<file path="config.mk">
export PLATFORM = sky130hd
export DESIGN_NAME = cash_port_arbiter
export DESIGN_NICKNAME = d
export VERILOG_FILES = /design/src/rtl/cash_port_arbiter.sv
export SDC_FILE = /design/constraint.sdc
export NUM_CORES = 1
export LEC_CHECK = 0
export BUFFER_PORTS_ARGS = -buffer_cell sky130_fd_sc_hd__clkbuf_2
export CORE_ASPECT_RATIO = 1.2
export CORE_MARGIN = 2
export CORE_UTILIZATION = 46
export CTS_BUF_LIST = sky130_fd_sc_hd__clkbuf_4 sky130_fd_sc_hd__clkbuf_8 sky130_fd_sc_hd__clkbuf_16
export CTS_CLUSTER_SIZE = 28
export DETAILED_ROUTE_END_ITERATION = 7
export GPL_TIMING_DRIVEN = 0
export PLACE_DENSITY_LB_ADDON = 0.2
export SLEW_MARGIN = 30
export SYNTH_ARGS = -nofsm -noshare
export SYNTH_HDL_FRONTEND = slang
export SYNTH_SLANG_ARGS = --single-unit
</file>
<file path="constraint.sdc">
create_clock -name clk -period 1.8 [get_ports clk]
set_clock_uncertainty 0.05 [all_clocks]
set_input_delay 0.27 -clock clk [delete_from_list [all_inputs] [get_ports clk]]
set_output_delay 0.27 -clock clk [all_outputs]
set_load 0.005 [all_outputs]
</file>
<file path="src/rtl/cash_port_arbiter.sv">
// Two-client round-robin arbiter/sequencer in front of a single-port cache/RAM; one request in flight.
// Latency: accept at A, memory issue at A+1, mem_q sampled at A+1+MEM_LAT, registered response at A+2+MEM_LAT.
// Backpressure: ready only in IDLE for the granted client; CASH_ARB_FIXED_PRIO_EN makes client 0 always win ties.
module cash_port_arbiter #(
    parameter int ADDR_W  = 5,
    parameter int DATA_W  = 32,
    parameter int MEM_LAT = 1
) (
    input  logic              clk,
    input  logic              rst_n,

    input  logic              req0_valid,
    output logic              req0_ready,
    input  logic              req0_wr,
    input  logic [ADDR_W-1:0] req0_addr,
    input  logic [DATA_W-1:0] req0_data,
    output logic              rsp0_valid,
    output logic [DATA_W-1:0] rsp0_data,

    input  logic              req1_valid,
    output logic              req1_ready,
    input  logic              req1_wr,
    input  logic [ADDR_W-1:0] req1_addr,
    input  logic [DATA_W-1:0] req1_data,
    output logic              rsp1_valid,
    output logic [DATA_W-1:0] rsp1_data,

    output logic [ADDR_W-1:0] mem_addr,
    output logic [DATA_W-1:0] mem_data,
    output logic              mem_wr,
    input  logic [DATA_W-1:0] mem_q
);

    typedef enum logic [1:0] {
        IDLE  = 2'd0,
        ISSUE = 2'd1,
        WAIT  = 2'd2
    } state_t;

    localparam logic [2:0] LAT3 = 3'(MEM_LAT);

    state_t            state;
    logic [2:0]        cnt;
    logic              lat_wr;
    logic              lat_owner;
    logic              grant;
    logic              accept;
    logic              sel_wr;
    logic [ADDR_W-1:0] sel_addr;
    logic [DATA_W-1:0] sel_data;
    logic [DATA_W-1:0] rsp_value;

`ifdef CASH_ARB_FIXED_PRIO_EN
    assign grant = ~req0_valid;
`else
    logic rr;

    // rr only matters on a tie; otherwise the lone valid client wins
    assign grant = (req0_valid && req1_valid) ? rr : req1_valid;
`endif

    assign req0_ready = rst_n && (state == IDLE) && req0_valid && !grant;
    assign req1_ready = rst_n && (state == IDLE) && req1_valid &&  grant;
    assign accept     = req0_ready || req1_ready;

    assign sel_wr   = grant ? req1_wr   : req0_wr;
    assign sel_addr = grant ? req1_addr : req0_addr;
    assign sel_data = grant ? req1_data : req0_data;

    // mem_data still holds the latched write data, so it doubles as the echo source
    assign rsp_value = lat_wr ? mem_data : mem_q;

    always_ff @(posedge clk) begin
        if (!rst_n) begin
            state      <= IDLE;
`ifndef CASH_ARB_FIXED_PRIO_EN
            rr         <= 1'b0;
`endif
            cnt        <= 3'd0;
            lat_wr     <= 1'b0;
            lat_owner  <= 1'b0;
            mem_addr   <= '0;
            mem_data   <= '0;
            mem_wr     <= 1'b0;
            rsp0_valid <= 1'b0;
            rsp1_valid <= 1'b0;
            rsp0_data  <= '0;
            rsp1_data  <= '0;
        end else begin
            mem_wr     <= 1'b0;
            rsp0_valid <= 1'b0;
            rsp1_valid <= 1'b0;
            case (state)
                IDLE: begin
                    if (accept) begin
                        lat_wr    <= sel_wr;
                        lat_owner <= grant;
                        mem_addr  <= sel_addr;
                        mem_data  <= sel_data;
                        mem_wr    <= sel_wr;
`ifndef CASH_ARB_FIXED_PRIO_EN
                        rr        <= ~grant;
`endif
                        state     <= ISSUE;
                    end
                end
                ISSUE: begin
                    cnt   <= LAT3;
                    state <= WAIT;
                end
                WAIT: begin
                    cnt <= cnt - 3'd1;
                    if (cnt == 3'd1) begin
                        if (lat_owner) begin
                            rsp1_data  <= rsp_value;
                            rsp1_valid <= 1'b1;
                        end else begin
                            rsp0_data  <= rsp_value;
                            rsp0_valid <= 1'b1;
                        end
                        state <= IDLE;
                    end
                end
                default: state <= IDLE;
            endcase
        end
    end

endmodule

</file>
==> flow_summary.yaml <==
status:
  status: "completed"
synthesis:
  syn-cell-area_sq_mm: 0.004573
  synth_nets: 546
  muxShareOfSynthArea_pct: 7.223
  netlist_instances: 429
  synth_edf_count: 0
  synth_top_area_cell: "dfxtp_1"
  synth.top_cell.area_share_pct: 49.03
  synth_fa_ha_area_share_pct: 1.368
  synth_cell_types: 31
  yosys.area_share.simple_pct: 8.482
  yosys_warnings: 0
  ys_top_cells_by_count: "dfxtp_1 (112), nand2_1 (66), o211a_1 (64), a222oi_1 (37), inv_1 (35)"
  syn_avg_cell_area_sq_um: 10.66
  synth_compound_area_share_pct: 24.57
  synth_top_family_by_area: "compound AO/OA/AOI/OAI gates"
  synth_xor_area_share_pct: 0
  yosysMostFrequentCell: "dfxtp_1"
  seq_area_frac_synth_pct: 49.03
  ys_ff_latch: 112
  synth_ff_type: "dfxtp_1"
  async_flop_share_pct: 0
  ys_top_cells_by_area: "dfxtp_1 (49%), o211a_1 (14%), a222oi_1 (8.1%)"
grt:
  grt_overflow: 0
  antenna_found_initial: 0
  grt_usage_pct: 25.56
  grt_max_degree: 18
  grt_pass1_wl_mm: 20.91
  grt_pass1_vias: 4131
final_layout:
  fin_util_pct: 64.88
  syn2layout_area_growth_pct: 36.39
  final_layout_size_suffix_gt1_share_pct: 42.30
  seqCellArea_sq_mm: 0.002245
  nFillCells: 851
  final_area_sq_mm: 0.006237
  diodes: 0
  fin_nets: 781
  multi_input_area_sq_mm: 0.001937
place:
  port_buffers: 217
  finalWeightedCongestion: 0.8740
  pre_cts_ws_ns: 0.01244
  place_area_sq_mm: 0.005813
  dpl.hpwl_mm: 10.49
timing:
  min_period_ns: 1.738
  rsz0062_at_grt: "true"
  hold_violations: 0
  tightest_slew_ns: 0.8264
  relSlewSlack_pct: 44.67
  fmax_mhz: 575.4
  fin_crit_sh_pct: 96.56
  final.setup.tns_ns: 0
  drv_slew: 0
  setup_ws_ns: 0.06194
  setup_violations: 0
setup_path:
  start_kind: "flip-flop"
  crit_family: "flip-flops"
  reg2reg_depth: 9
  critPathMaxFanout: 7
  crit_required_ns: 1.48
  crit_start: "state[1]"
  slowest_delay_ns: 0.33
  r2r_start: "state[1]"
  critical_path_arrival_ns: 1.42
  cpMaxStageDelayCell: "dfxtp_2"
  cp-end-kind: "primary output"
  path_buf_inv: 3
  worst-setup-path-type: "flip-flop to primary output"
  crit_chain: "inv_2 > ha_4 > nand3_2 > a21oi_4 > buf_6 > clkbuf_2"
  cp.depth: 6
floorplan:
  dieArea_sq_mm: 0.01076
  fp.dieH_um: 113.2
  ioPinCount: 218
  start_util_pct: 47.57
  core_sq_mm: 0.009613
  rows: 39
  die_w_um: 95.02
power_and_ir_drop:
  ir_worst_vdd_uv: 540.6
  p_int_uw: 4440
  p_sw_share_pct: 26.38
  netSwitchingPower_uw: 1591
  power_frac_comb_pct: 18.3
  powerDensity_mw_per_mm2: 966.9
  seqPwrFrac_pct: 46.3
  p_total_uw: 6031
  pwr-share-clk_pct: 35.3
  p_leak_uw: 0.003822
routing:
  routedWlPerCell_um: 17.61
  ant_nets: 0
  totalWireLength_mm: 13.94
  drtIter0Drc: 275
  drt_first_pass_iters: 6
  via_per_inst: 5.518
  drc: 0
  vias: 4370
clock_tree:
  cts-buffers-inserted: 9
  insertion_delay_ns: 0.35
  root_buffer: "clkbuf_16"
  cts_tree: "done"
  cts_sinks: 112
  cts_max_level: 3
  cts_buffer_depth: 2
  clkTransAtPathRegs_ns: 0.08
  holdBufCountCts: 0
min_path:
  min_from: "req1_data[4]"
  holdPathStages: 3
  hold_class: "primary input to flip-flop"
run:
  drv_cap: 0
## final timing paths
kind | end | slack [ns]
worst max-delay path | req1_ready | 0.06
worst min-delay path | mem_data[4] | 0.09
worst max register to register | mem_data[21] | 0.08
worst min register to register | mem_addr[1] | 0.42
## metal layers
metal | share of wire [%] | routed length (um) | vias to the layer above | GRT usage [%]
li1 | - | - | 2050 | -
met1 | 38 | 5325 | 2085 | 29.18
met2 | 52 | 7221 | 204 | 45.15
met3 | 7.0 | 981 | 31 | 4.993
met4 | 3.0 | 414 | 0 | 12.08
met5 | 0 | 0 | - | 0
## stage by stage
step / cells / hold WS [ns]
finish: 792 / 0.08760
global route: 792 / 0.09355
CTS: 788 / 0.08206
detailed placement: 769 / 0.4023
global placement: 769 / 0.3946
floorplan: 429 / 0.3560
## sequential cells by signal, summed over array words and instances, names as in the netlist, 2 cells and up
signal     count
mem_addr       5
rsp1_data     32
cnt            3
mem_data      32
state          2
rsp0_data     32
## final cells by class
cell class	instances	area share (%)
sequential	112	35.99
tap	123	2.467
timing repair buffer	224	18.25
inverter	35	2.106
clock buffer	10	3.731
clock inverter	6	1.344
buffer	39	5.055
multi-input combinational	243	31.05
## layout by cell type (no fill, tap or decap), types with 2 or more instances in the layout
cell,netlist,layout
o21ai_0,2,2
clkbuf_16,0,9
dfxtp_2,0,2
inv_1,35,33
buf_8,0,2
mux2i_1,33,33
buf_4,4,11
dfxtp_1,112,110
clkbuf_2,0,217
nor2b_1,10,10
nor2_1,2,2
o211a_1,64,64
ha_1,5,3
buf_6,16,16
clkinv_2,0,3
nand2_1,66,66
bufinv_16,0,2
buf_2,11,9
and2_1,5,5
nand3_2,0,2
a222oi_1,37,37
a21o_1,2,2
inv_2,0,2
clkbuf_1,8,8
## repair_timing
item | 4_1_cts | 5_1_grt
gates resized for setup | 9 | 7
pin swaps | 0 | 3
hold endpoints to repair | 0 | 0
endpoints found under the setup margin | 2 | 44
buffers inserted | 3 | 4
## logic make-up after synthesis
logic type / after synthesis
buffers and inverters: 74
AO/OA/AOI/OAI: 116
adder cells (fa/ha/maj): 5
multiplexers: 33
flip-flops: 112
AND/OR/NAND/NOR: 89
## worst register-to-register path: stages, from the launching register on
cell	delay (ns)
dfxtp_2	0.35
inv_2	0.05
ha_4	0.18
nand3_2	0.08
a21oi_4	0.04
buf_4	0.15
buf_8	0.15
buf_8	0.14
a222oi_1	0.34
inv_1	0.07
## power by group through the flow
| stage | clock [uW] | sequential [uW] | combinational, uW |
|---|---|---|---|
| after global placement | 0 | 2830 | 1020 |
| after CTS | 2160 | 2790 | 1090 |
| after floorplan | 0 | 2830 | 592 |
| after global routing | 2270 | 2810 | 1210 |
| final | 2130 | 2800 | 1100 |
| after detailed placement | 0 | 2840 | 1050 |
Note: power is estimated with default switching activity, not from simulation.
